<file path="config.mk">
export PLATFORM = sky130hd
export DESIGN_NAME = lsu_mem_port
export DESIGN_NICKNAME = d
export VERILOG_FILES = /design/src/rtl/lsu_pkg.sv /design/src/rtl/lsu_load_align.sv /design/src/rtl/lsu_mem_port.sv
export SDC_FILE = /design/constraint.sdc
export NUM_CORES = 1
export LEC_CHECK = 0
export CORE_ASPECT_RATIO = 0.8
export CORE_MARGIN = 4
export CORE_UTILIZATION = 30
export CTS_BUF_LIST = sky130_fd_sc_hd__clkbuf_4 sky130_fd_sc_hd__clkbuf_8
export DETAILED_ROUTE_END_ITERATION = 16
export PLACE_DENSITY = 0.57
export SYNTH_ARGS = -nofsm -noshare
export SYNTH_HDL_FRONTEND = slang
export SYNTH_HIERARCHICAL = 1
export SYNTH_SLANG_ARGS = --single-unit
</file>
<file path="constraint.sdc">
create_clock -name clk -period 2.65 [get_ports clk]
set_input_delay 0.53 -clock clk [delete_from_list [all_inputs] [get_ports clk]]
set_output_delay 0.53 -clock clk [all_outputs]
set_load 0.03 [all_outputs]
</file>
<file path="src/rtl/lsu_pkg.sv">
// Shared encodings and helpers for the load/store unit: access sizes, FSM states,
// store byte-lane strobes and store-data lane replication.
package lsu_pkg;

    typedef enum logic [1:0] {
        IDLE = 2'd0,
        REQ  = 2'd1,
        DONE = 2'd2
    } lsu_state_e;

    localparam logic [1:0] SZ_B = 2'b00;
    localparam logic [1:0] SZ_H = 2'b01;
    localparam logic [1:0] SZ_W = 2'b10;

    // funct3[1:0] == 11 has no narrower meaning here, so it is handled as a word.
    function automatic logic [1:0] eff_size(input logic [2:0] f3);
        return (f3[1:0] == 2'b11) ? SZ_W : f3[1:0];
    endfunction

    function automatic logic misaligned(input logic [1:0] sz, input logic [1:0] off);
        return ((sz == SZ_H) && off[0]) || ((sz == SZ_W) && (off != 2'b00));
    endfunction

    function automatic logic [3:0] lane_strb(input logic [1:0] sz, input logic [1:0] off);
        case (sz)
            SZ_B:    return 4'b0001 << off;
            SZ_H:    return 4'b0011 << off;
            default: return 4'b1111;
        endcase
    endfunction

    function automatic logic [31:0] store_rep(input logic [1:0] sz, input logic [31:0] d);
        case (sz)
            SZ_B:    return {4{d[7:0]}};
            SZ_H:    return {2{d[15:0]}};
            default: return d;
        endcase
    endfunction

endpackage

</file>
<file path="src/rtl/lsu_load_align.sv">
// Load data extraction: shifts the addressed byte/halfword down to bit 0 and
// sign- or zero-extends it according to funct3.
module lsu_load_align
    import lsu_pkg::*;
#(
    parameter int unsigned XLEN = 32
) (
    input  logic [XLEN-1:0] rdata_i,
    input  logic [1:0]      off_i,
    input  logic [2:0]      funct3_i,
    output logic [XLEN-1:0] data_o
);
    logic [XLEN-1:0] sh;
    logic            sgn;

    always_comb begin
        sh     = rdata_i >> {off_i, 3'b000};
        sgn    = 1'b0;
        data_o = sh;
        case (eff_size(funct3_i))
            SZ_B: begin
                sgn    = ~funct3_i[2] & sh[7];
                data_o = {{(XLEN-8){sgn}}, sh[7:0]};
            end
            SZ_H: begin
                sgn    = ~funct3_i[2] & sh[15];
                data_o = {{(XLEN-16){sgn}}, sh[15:0]};
            end
            default: data_o = sh;
        endcase
    end

endmodule

</file>
<file path="src/rtl/lsu_mem_port.sv">
// Load/store unit data-bus port: one req/ready transaction per access, pipeline
// stall while it is outstanding, bus timeout, load write-back one cycle after ready.
module lsu_mem_port
    import lsu_pkg::*;
#(
    parameter int unsigned XLEN        = 32,
    parameter int unsigned TIMEOUT_CYC = 255
) (
    input  logic            clk,
    input  logic            rst,
    input  logic            ex_valid,
    input  logic            ex_mem_read,
    input  logic            ex_mem_write,
    input  logic [2:0]      ex_data_size,
    input  logic [XLEN-1:0] ex_addr,
    input  logic [XLEN-1:0] ex_wdata,
    input  logic [4:0]      ex_rd,
    output logic            lsu_stall,
    output logic            lsu_misalign,
    output logic            lsu_buserr,
    output logic            wb_valid,
    output logic [4:0]      wb_rd,
    output logic [XLEN-1:0] wb_rdata,
    output logic            dmem_req,
    output logic            dmem_we,
    output logic [XLEN-1:0] dmem_addr,
    output logic [3:0]      dmem_wstrb,
    output logic [XLEN-1:0] dmem_wdata,
    input  logic            dmem_ready,
    input  logic [XLEN-1:0] dmem_rdata
);
    localparam int unsigned CW = (TIMEOUT_CYC < 2) ? 1 : $clog2(TIMEOUT_CYC + 1);

    lsu_state_e      state_q, state_d;
    logic [XLEN-1:0] addr_q, wdata_q, wb_rdata_q, ld_data;
    logic [3:0]      wstrb_q;
    logic [1:0]      off_q;
    logic [2:0]      f3_q;
    logic [4:0]      rd_q, wb_rd_q;
    logic [CW-1:0]   cnt_q;
    logic            we_q, wb_valid_q, buserr_q;

    logic [1:0] sz;
    logic       is_mem, mis, can_acc, start, timeout_hit;

    always_comb begin
        sz          = eff_size(ex_data_size);
        is_mem      = ex_valid & (ex_mem_read | ex_mem_write);
        mis         = misaligned(sz, ex_addr[1:0]);
        can_acc     = (state_q != REQ);
        start       = is_mem & ~mis & can_acc;
        timeout_hit = (TIMEOUT_CYC != 0) && (32'(cnt_q) == TIMEOUT_CYC - 1);

        state_d = state_q;
        case (state_q)
            IDLE:    if (start) state_d = REQ;
            // ready takes priority over a timeout landing in the same cycle
            REQ:     if (dmem_ready) state_d = DONE;
                     else if (timeout_hit) state_d = IDLE;
            DONE:    state_d = start ? REQ : IDLE;
            default: state_d = IDLE;
        endcase

        lsu_stall    = rst & (start | (state_q == REQ));
        lsu_misalign = rst & is_mem & mis & can_acc;
    end

    always_ff @(posedge clk or negedge rst) begin
        if (!rst) begin
            state_q    <= IDLE;
            addr_q     <= '0;
            wdata_q    <= '0;
            wstrb_q    <= '0;
            we_q       <= 1'b0;
            off_q      <= '0;
            f3_q       <= '0;
            rd_q       <= '0;
            cnt_q      <= '0;
            wb_valid_q <= 1'b0;
            wb_rd_q    <= '0;
            wb_rdata_q <= '0;
            buserr_q   <= 1'b0;
        end else begin
            state_q <= state_d;
            if (start) begin
                addr_q  <= {ex_addr[XLEN-1:2], 2'b00};
                we_q    <= ex_mem_write;
                wstrb_q <= ex_mem_write ? lane_strb(sz, ex_addr[1:0]) : 4'b0000;
                wdata_q <= XLEN'(store_rep(sz, ex_wdata[31:0]));
                off_q   <= ex_addr[1:0];
                f3_q    <= ex_data_size;
                rd_q    <= ex_rd;
                cnt_q   <= '0;
            end else if (state_q == REQ && !dmem_ready) begin
                cnt_q <= cnt_q + 1'b1;
            end
            wb_valid_q <= (state_q == REQ) & dmem_ready & ~we_q;
            if ((state_q == REQ) && dmem_ready && !we_q) begin
                wb_rd_q    <= rd_q;
                wb_rdata_q <= ld_data;
            end
            buserr_q <= (state_q == REQ) & ~dmem_ready & timeout_hit;
        end
    end

    lsu_load_align #(.XLEN(XLEN)) u_align (
        .rdata_i  (dmem_rdata),
        .off_i    (off_q),
        .funct3_i (f3_q),
        .data_o   (ld_data)
    );

    assign dmem_req   = (state_q == REQ);
    assign dmem_we    = we_q;
    assign dmem_addr  = addr_q;
    assign dmem_wstrb = wstrb_q;
    assign dmem_wdata = wdata_q;
    assign wb_valid   = wb_valid_q;
    assign wb_rd      = wb_rd_q;
    assign wb_rdata   = wb_rdata_q;
    assign lsu_buserr = buserr_q;

endmodule

</file>
==> results of run 1 <==
state kept, by name, summed over array words and instances, names as in the netlist, 3 cells and up:
register / count
wb_rd: 5
rd_q: 5
dmem_wdata: 32
f3_q: 3
dmem_addr: 30
cnt_q: 8
dmem_wstrb: 4
wb_rdata: 32
report_power, final:
group / switching, W / leakage [nW] / internal (W)
Clock: 0.000719 / 0.216 / 0.00107
Sequential: 0.000393 / 1.54 / 0.00255
Combinational: 0.00213 / 2.08 / 0.00190
timing repair:
item / in CTS / in global routing
endpoints found under the setup margin: 0 / 0
resized for setup: 0 / 0
hold buffers: 1 / 0
endpoints found under the hold margin: 4 / 0
layout make-up:
type,count,area (sq um)
Inverter,6,22.5
Antenna cell,1,2.50
Multi-Input combinational cell,316,2780
Clock inverter,8,140
Fill cell,1829,10900
Clock buffer,20,275
Timing Repair Buffer,241,2420
Tap cell,264,330
Sequential cell,126,3150
kinds of logic after synthesis:
kind of cell | synth area share, %
mux | 29.8
flops | 51.4
simple gates | 7.22
compound gates | 7.46
buf+inv | 3.71
fa+ha+maj | 0.408
other cells | 0.0611
worst register-to-register path: stages, from the launching register on:
cell and delay, ns:
dfrtp_1 0.54, mux2i_1 0.31, mux2i_1 0.13, o211ai_2 0.55
o21ai_0 0.22, mux2_2 0.31
metal layers:
layer	up-vias	wire [um]
met3	19	1330
met4	0	316
met1	2318	7530
met2	147	8190
met5	-	0
li1	2168	-
stage by stage:
| step | utilization, % | area, sq um |
|---|---|---|
| floorplan | - | 6140 |
| global placement | 43.5 | 8690 |
| detailed placement | 43.5 | 8690 |
| CTS | 45.6 | 9110 |
| global route | 45.6 | 9120 |
| finish | 45.6 | 9120 |
worst paths after layout:
check / to / slack (ns) / cells after the start
setup / recovery: lsu_stall / 0.18 / 6
hold / removal: dmem_wstrb[2] / 0.49 / 1
setup reg to reg: wb_rdata[16] / 0.47 / 5
hold reg to reg: dmem_wstrb[2] / 0.49 / 1
max in group asynchronous: dmem_addr[8] / 1.26 / 3
min in group asynchronous: cnt_q[0] / 0.50 / 2
placed cells by master, fill, tap and decap left out, types with 5 or more instances in the layout:
cell and count:
a21oi_1 13, nor2_1 21, clkdlybuf4s50_1 215, mux2i_1 30, buf_4 19, nand2_1 29, clkbuf_8 20, mux2_2 105
mux2_4 20, o21ai_0 22, a211oi_1 14, inv_1 5, dfrtp_1 126, nor2b_1 9, buf_12 5
==> flow_summary.ini, run 1 <==
[critical_path]
worstSetupStartpoint = ex_data_size[1]
crit_path_start_kind = input pin
crit_fanout = 4
cp.required_ns = 2.12
critPathMaxStageDelay_ns = 0.53
crit_buf_inv = 3
cp_data_arrival_time_ns = 1.94
critPathSlowestCell = clkdlybuf4s50_1
crit_type = in2out
crit_chain = clkdlybuf4s50_1 -> a21oi_1 -> o21ai_0 -> a21boi_0 -> buf_4 -> buf_12
timing.rr.start = off_q[0]
path_delay_family = buffers and inverters
endpoint_kind = output pin

[routing]
wl_per_cell_um = 17.7
drcViolationCount = 0
drt-initial-drc-count = 201
routed_wl_um = 17400
first_pass_iters = 4
viasPerCell = 4.74
ant_nets = 0
vias = 4652

[pwr]
p_per_area_nw_per_um2 = 960
p_leak_nw = 3.83
power.total_w = 0.00875
ir_drop_uv = 394

[clocking]
cts.clk_slew.worst_paths_ns = 0.06
cts_buffers = 17
cts-root-buf = clkbuf_8
cts_max_level = 4
cts_tree = built
cts.path.max_buffers = 2
postCtsSetupBuffers = 0
insertion_delay_ns = 0.43
cts.sinks = 126

[logic_synthesis]
ys.flop_type = dfrtp_1
synth_top_area_share_pct = 51.4
synthDistinctLibCells = 46
synth-async-reset-ratio_pct = 100
postSynthCellCount = 477
postSynthAreaPerCell_sq_um = 12.9
yosysTopAreaCell = dfrtp_1
yosysMostFrequentCell = dfrtp_1
synth_seq_cells = 126
synth-edff-count = 0
synthesis.area_sq_um = 6140
synth_commonest_cells = 126 x dfrtp_1, 105 x mux2_2, 30 x mux2i_1
ys_warn_count = 6
yosysSeqAreaShare_pct = 51.4
synth_area_leaders = dfrtp_1 51%, mux2_2 19%, mux2_4 4.9%

[timing]
fin_setup_tns_ns = 0
rsz0062_at_grt = no
drv_slew = 0
finalCritPeriodShare_pct = 93.4
slew_headroom_pct = 54.1
worstMarginPinSlew_ns = 0.688
finalCriticalPeriod_ns = 2.47
holdWs_ns = 0.494
hold_viol = 0
clock_skew_ns = 0.0124
max_freq_mhz = 404
setup_viol = 0
fin_ws_ns = 0.175

[die]
start_util_pct = 30.7
ioPinCount = 221
dieArea_sq_um = 22800
fp.dieH_um = 136
core_sq_um = 20000
rows = 46
fp.dieW_um = 168

[global_route]
use_met2_pct = 24.2
grt_usage_pct = 15.2
grt_pass1_wl_um = 27600
met1_usage_pct = 19.3
gr-usage-met3_pct = 5.73
grt_antenna_before_repair = 1
grt_pass1_vias = 5009
grt_max_degree = 123
grt_overflow = 0
grt_busiest_layer = met2

[place]
place_congestion = 0.816
dp_hpwl_um = 13000
place_inst = 952
io_buffers = 218
dp_slack_ns = 0.148

[layout]
areaGrowthSynthToFinish_pct = 48.5
instances_no_fill = 982
nets = 820
drive_gt1_share_pct = 27.1

[worst_hold_path]
min_path_type = reg2reg
hp-start = dmem_wstrb[2]

[run_status]
outcome = finished clean

[job]
drv_cap = 0
Power figures use the tool's default switching activity.
==> run 2: changes to the inputs <==
CORE_MARGIN = not set   (was 4)
==> run 2 against run 1 <==
Routed wire length is 2.4% lower. Combinational power hardly changed. Clock-buffer cell count stayed put. Sequential cell count stayed put. Clock skew is 0.0029 ns lower. Critical path depth is 1 lower. Sequential power hardly changed. Clock power is 4% lower. Total power is 0.93% lower.
==> flow_summary.ini, run 2 (synthesized netlist as in run 1, its figures left out) <==
[layout]
drive_gt1_share_pct = 27.5
diodes = 0
num-fill-cells = 1845
final_cell_mix = 215 x clkdlybuf4s50_1, 126 x dfrtp_1, 105 x mux2_2
multiInputGateArea_sq_um = 2780
instances_no_fill = 985
areaGrowthSynthToFinish_pct = 48.1
nets = 820
seqCellArea_sq_um = 3150
final_common_cell = clkdlybuf4s50_1

[pwr]
p_leak_nw = 3.80
p_per_area_nw_per_um2 = 954
swShare_pct = 38.4
power_frac_clock_pct = 19.8
combPwrFrac_pct = 46.5
ir_drop_uv = 545
p_seq_share_pct = 33.6
switching_power_w = 0.00333
internal_power_w = 0.00534
power.total_w = 0.00867

[critical_path]
cp_data_arrival_time_ns = 1.87
crit_fanout = 4
reg2reg_slack_ns = 0.42
worstSetupStartpoint = ex_data_size[1]
cp.required_ns = 2.12
r2r-end = wb_rdata[18]
critPathSlowestCell = clkdlybuf4s50_1
crit_type = in2out
r2r.worst_path.cells = 5
endpoint_kind = output pin
crit_path_start_kind = input pin
crit_chain = clkdlybuf4s50_1 -> nor2_1 -> o21ai_0 -> a21boi_0 -> buf_4
timing.rr.start = off_q[0]
critPathMaxStageDelay_ns = 0.44
path_delay_family = buffers and inverters
crit_buf_inv = 2

[die]
core_sq_um = 19900
fp.dieW_um = 162
rows = 46
start_util_pct = 30.8
dieArea_sq_um = 21000
ioPinCount = 221
fp.dieH_um = 130

[timing]
clock_skew_ns = 0.00955
hold_viol = 0
holdWs_ns = 0.479
finalCriticalPeriod_ns = 2.40
finalCritPeriodShare_pct = 90.5
drv_slew = 0
fin_setup_tns_ns = 0
max_freq_mhz = 417
worstMarginPinSlew_ns = 0.710
setup_viol = 0
slew_headroom_pct = 52.5
fin_ws_ns = 0.252
rsz0062_at_grt = no

[clocking]
cts-root-buf = clkbuf_8
cts.path.max_buffers = 2
cts_max_level = 4
cts.clk_slew.worst_paths_ns = 0.08
postCtsSetupBuffers = 0
cts_buffers = 17
cts.sinks = 126
insertion_delay_ns = 0.43
cts_tree = built

[routing]
first_pass_iters = 4
ant_nets = 0
wl_per_cell_um = 17.2
drcViolationCount = 0
routed_wl_um = 17000
drt-initial-drc-count = 268
viasPerCell = 4.74
vias = 4664

[global_route]
grt_pass1_vias = 4880
grt_antenna_before_repair = 0
grt_pass1_wl_um = 26900
grt_overflow = 0
grt_max_degree = 126
grt_usage_pct = 16.7

[place]
dp_slack_ns = 0.0520
place_inst = 952
place_congestion = 0.804
dp_hpwl_um = 12300
io_buffers = 218

[run_status]
outcome = finished clean

[worst_hold_path]
min_path_type = in2async

[job]
drv_cap = 0
run 2: cell count changes in the layout (fill, tap and decap cells not counted), sizes merged:
cell	previous run	this run
bufinv	4	2
clkinvlp	0	5
diode	1	0
inv	6	7
run 2: worst reg2reg max path: cells and delay by family (launching register included):
family | cells | cell delay [ns]
AOI/OAI and AO/OA | 2 | 0.84
DFF | 1 | 0.52
muxes | 3 | 0.77
run 2: worst max-delay path by stage:
stage | to | slack, ns | cells after the start
after global placement | wb_rdata[18] | 0.14 | 6
final | lsu_stall | 0.25 | 5
after floorplan | lsu_stall | 0.31 | 4
after global routing | lsu_stall | 0.19 | 5
after detailed placement | wb_rdata[18] | 0.05 | 6
after CTS | lsu_stall | 0.25 | 5
run 2: layer usage:
metal | up-vias | part of all wire [%] | GRT usage (%)
met4 | 0 | 2.1 | 6.38
met5 | - | 0 | 0
met3 | 20 | 7.1 | 4.58
met1 | 2313 | 43 | 21.8
met2 | 165 | 47 | 26.4
li1 | 2166 | - | -
run 2: area by class of cell:
class                   instances  share of cell area, %
well taps                     264                   3.63
clock inverters                12                   1.51
flip-flops and latches        126                   34.7
clock buffers                  20                   2.96
inverters                       6                  0.248
repair buffers                241                   26.4
multi-input cells             316                   30.5
run 2: power groups by stage:
stage | registers (W) | logic, W | clock network, W
after floorplan | 0.00403 | 0.00122 | 0
after global placement | 0.00293 | 0.00403 | 0
after detailed placement | 0.00295 | 0.00406 | 0
after CTS | 0.00293 | 0.00407 | 0.00179
after global routing | 0.00302 | 0.00425 | 0.00188
final | 0.00292 | 0.00404 | 0.00172
run 2: timing repair:
action,4_1_cts,5_1_grt
endpoints found under the hold margin,1,0
resized for setup,0,0
hold buffers,1,0
run 2: stage by stage:
step                      area [sq um]  utilization [%]
final                             9090             45.6
after global routing              9090             45.6
after CTS                         9090             45.6
after detailed placement          8670             43.5
after global placement            8670             43.5
after floorplan                   6140                -
==> run 3: changes to the inputs <==
ABC_CLOCK_PERIOD_IN_PS = 2900   (was not set)
clock period = 2.9 ns   (was 2.65 ns; I/O delays follow)
==> run 3 against run 2 <==
Total power shrank 7.5%. Cell count shrank 0.20%. Clock skew grew 0.0019 ns. Largest power group unchanged. Global-route usage shrank 0.19 points. Design area shrank 0.21%. Largest cell class unchanged. Register-to-register slack gained 0.33 ns. Die area is the same. Critical path type unchanged. Critical path depth is the same. Clock power shrank 3%. Worst setup slack gained 0.14 ns.
==> flow_summary.ini, run 3 (synthesized netlist as in run 1, its figures left out) <==
[run_status]
outcome = finished clean

[routing]
routed_wl_um = 16900
viasPerCell = 4.64
first_pass_iters = 4
ant_nets = 0
drt-initial-drc-count = 161
drcViolationCount = 0
vias = 4561
wl_per_cell_um = 17.2

[critical_path]
crit_path_start_kind = input pin
r2r-end = wb_rdata[16]
path_delay_family = buffers and inverters
crit_type = in2out
critPathMaxStageDelay_ns = 0.45
r2r.worst_path.cells = 5
crit_fanout = 4
cp_data_arrival_time_ns = 1.93
endpoint_kind = output pin
reg2reg_slack_ns = 0.75
crit_buf_inv = 2
crit_chain = clkdlybuf4s50_1 -> nor2_1 -> o21ai_0 -> a21boi_0 -> buf_4
critPathCapture = lsu_stall
cp.required_ns = 2.32
critPathSlowestCell = clkdlybuf4s50_1
worstSetupStartpoint = ex_data_size[1]
timing.rr.start = off_q[0]
path_depth = 5

[place]
place_congestion = 0.821
io_buffers = 218
dp_hpwl_um = 12600

[pwr]
swShare_pct = 38.5
ir_drop_uv = 411
internal_power_w = 0.00494
power_frac_clock_pct = 20.9
switching_power_w = 0.00308
p_seq_share_pct = 33.4
p_leak_nw = 3.80
p_per_area_nw_per_um2 = 884
combPwrFrac_pct = 45.8

[global_route]
use_met2_pct = 25.5
grt_usage_pct = 16.5
grt_antenna_before_repair = 0
grt_busiest_layer = met2
grt_pass1_wl_um = 26500
met1_usage_pct = 22.1
grt_max_degree = 81
grt_overflow = 0
grt_pass1_vias = 4794
gr-usage-met3_pct = 4.58

[timing]
finalCriticalPeriod_ns = 2.51
hold_viol = 0
fin_setup_tns_ns = 0
rsz0062_at_grt = no
max_freq_mhz = 399
slew_headroom_pct = 31.8
setup_viol = 0
finalCritPeriodShare_pct = 86.4
worstMarginPinSlew_ns = 1.02
drv_slew = 0
holdWs_ns = 0.494
clock_skew_ns = 0.0115

[clocking]
cts.clk_slew.worst_paths_ns = 0.08
cts.sinks = 126
postCtsSetupBuffers = 0
cts.path.max_buffers = 2
cts-root-buf = clkbuf_8
cts_tree = built
cts_resized = 0
postCtsHoldBufs = 1
insertion_delay_ns = 0.44
cts_buffers = 17
cts_max_level = 4

[die]
fp.dieW_um = 162
ioPinCount = 221
start_util_pct = 30.8
dieArea_sq_um = 21000
rows = 46
fp.dieH_um = 130
core_sq_um = 19900

[worst_hold_path]
min_path_type = reg2reg

[layout]
multiInputGateArea_sq_um = 2780
final_common_cell = clkdlybuf4s50_1
diodes = 0
areaGrowthSynthToFinish_pct = 47.8
drive_gt1_share_pct = 27.3
num-fill-cells = 1886
final_cell_mix = 215 x clkdlybuf4s50_1, 126 x dfrtp_1, 105 x mux2_2
nets = 818
seqCellArea_sq_um = 3150

[job]
drv_cap = 0
run 3: cell types whose count changed in the layout (fill, tap and decap cells not counted):
cell | before | now
inv_6 | 1 | 6
clkinvlp_4 | 5 | 2
buf_12 | 4 | 2
bufinv_16 | 2 | 3
clkbuf_4 | 1 | 0
clkbuf_8 | 19 | 18
clkinv_4 | 3 | 2
run 3: worst reg2reg max path, stage by stage, from the launching register on:
cell and delay (ns):
dfrtp_1 0.55, mux2i_1 0.29, mux2i_1 0.13, o211ai_2 0.57, o21ai_0 0.20, mux2_2 0.31
run 3: how the worst min path moves through the flow:
stage | end | cells past startpoint | slack (ns) | startpoint
after global routing | dmem_wdata[15] | 2 | 0.48 | rst
final | dmem_wstrb[2] | 1 | 0.49 | dmem_wstrb[2]
after floorplan | cnt_q[0] | 0 | 0.28 | rst
after detailed placement | dmem_wdata[15] | 1 | 0.40 | rst
after global placement | dmem_wdata[15] | 1 | 0.40 | rst
after CTS | dmem_wdata[15] | 2 | 0.50 | rst
run 3: final cells by class:
type	instances	share of cell area, %
clock buffers	18	2.73
clock inverters	14	1.99
inverters	6	0.248
multi-input cells	316	30.6
flip-flops and latches	126	34.8
well taps	264	3.64
repair buffers	239	26.0
run 3: power groups by stage:
stage	sequential [W]	clock [W]	combinational, W
CTS	0.00269	0.00173	0.00371
floorplan	0.00368	0	0.00111
global route	0.00276	0.00183	0.00386
global placement	0.00269	0	0.00367
detailed placement	0.00271	0	0.00370
finish	0.00268	0.00167	0.00367
run 3: layer usage:
metal,vias to the layer above,wire length (um)
met4,0,238
met2,122,7930
li1,2179,-
met3,15,835
met5,-,0
met1,2245,7880
run 3: stage by stage:
step	cells	total power (W)	cell area (sq um)	worst slack [ns]	util (%)
after floorplan	478	0.00479	6140	0.461	-
final	983	0.00802	9070	0.394	45.5
after global placement	950	0.00635	8630	0.348	43.3
after detailed placement	950	0.00640	8630	0.276	43.3
after CTS	983	0.00813	9070	0.386	45.5
after global routing	983	0.00845	9070	0.292	45.5
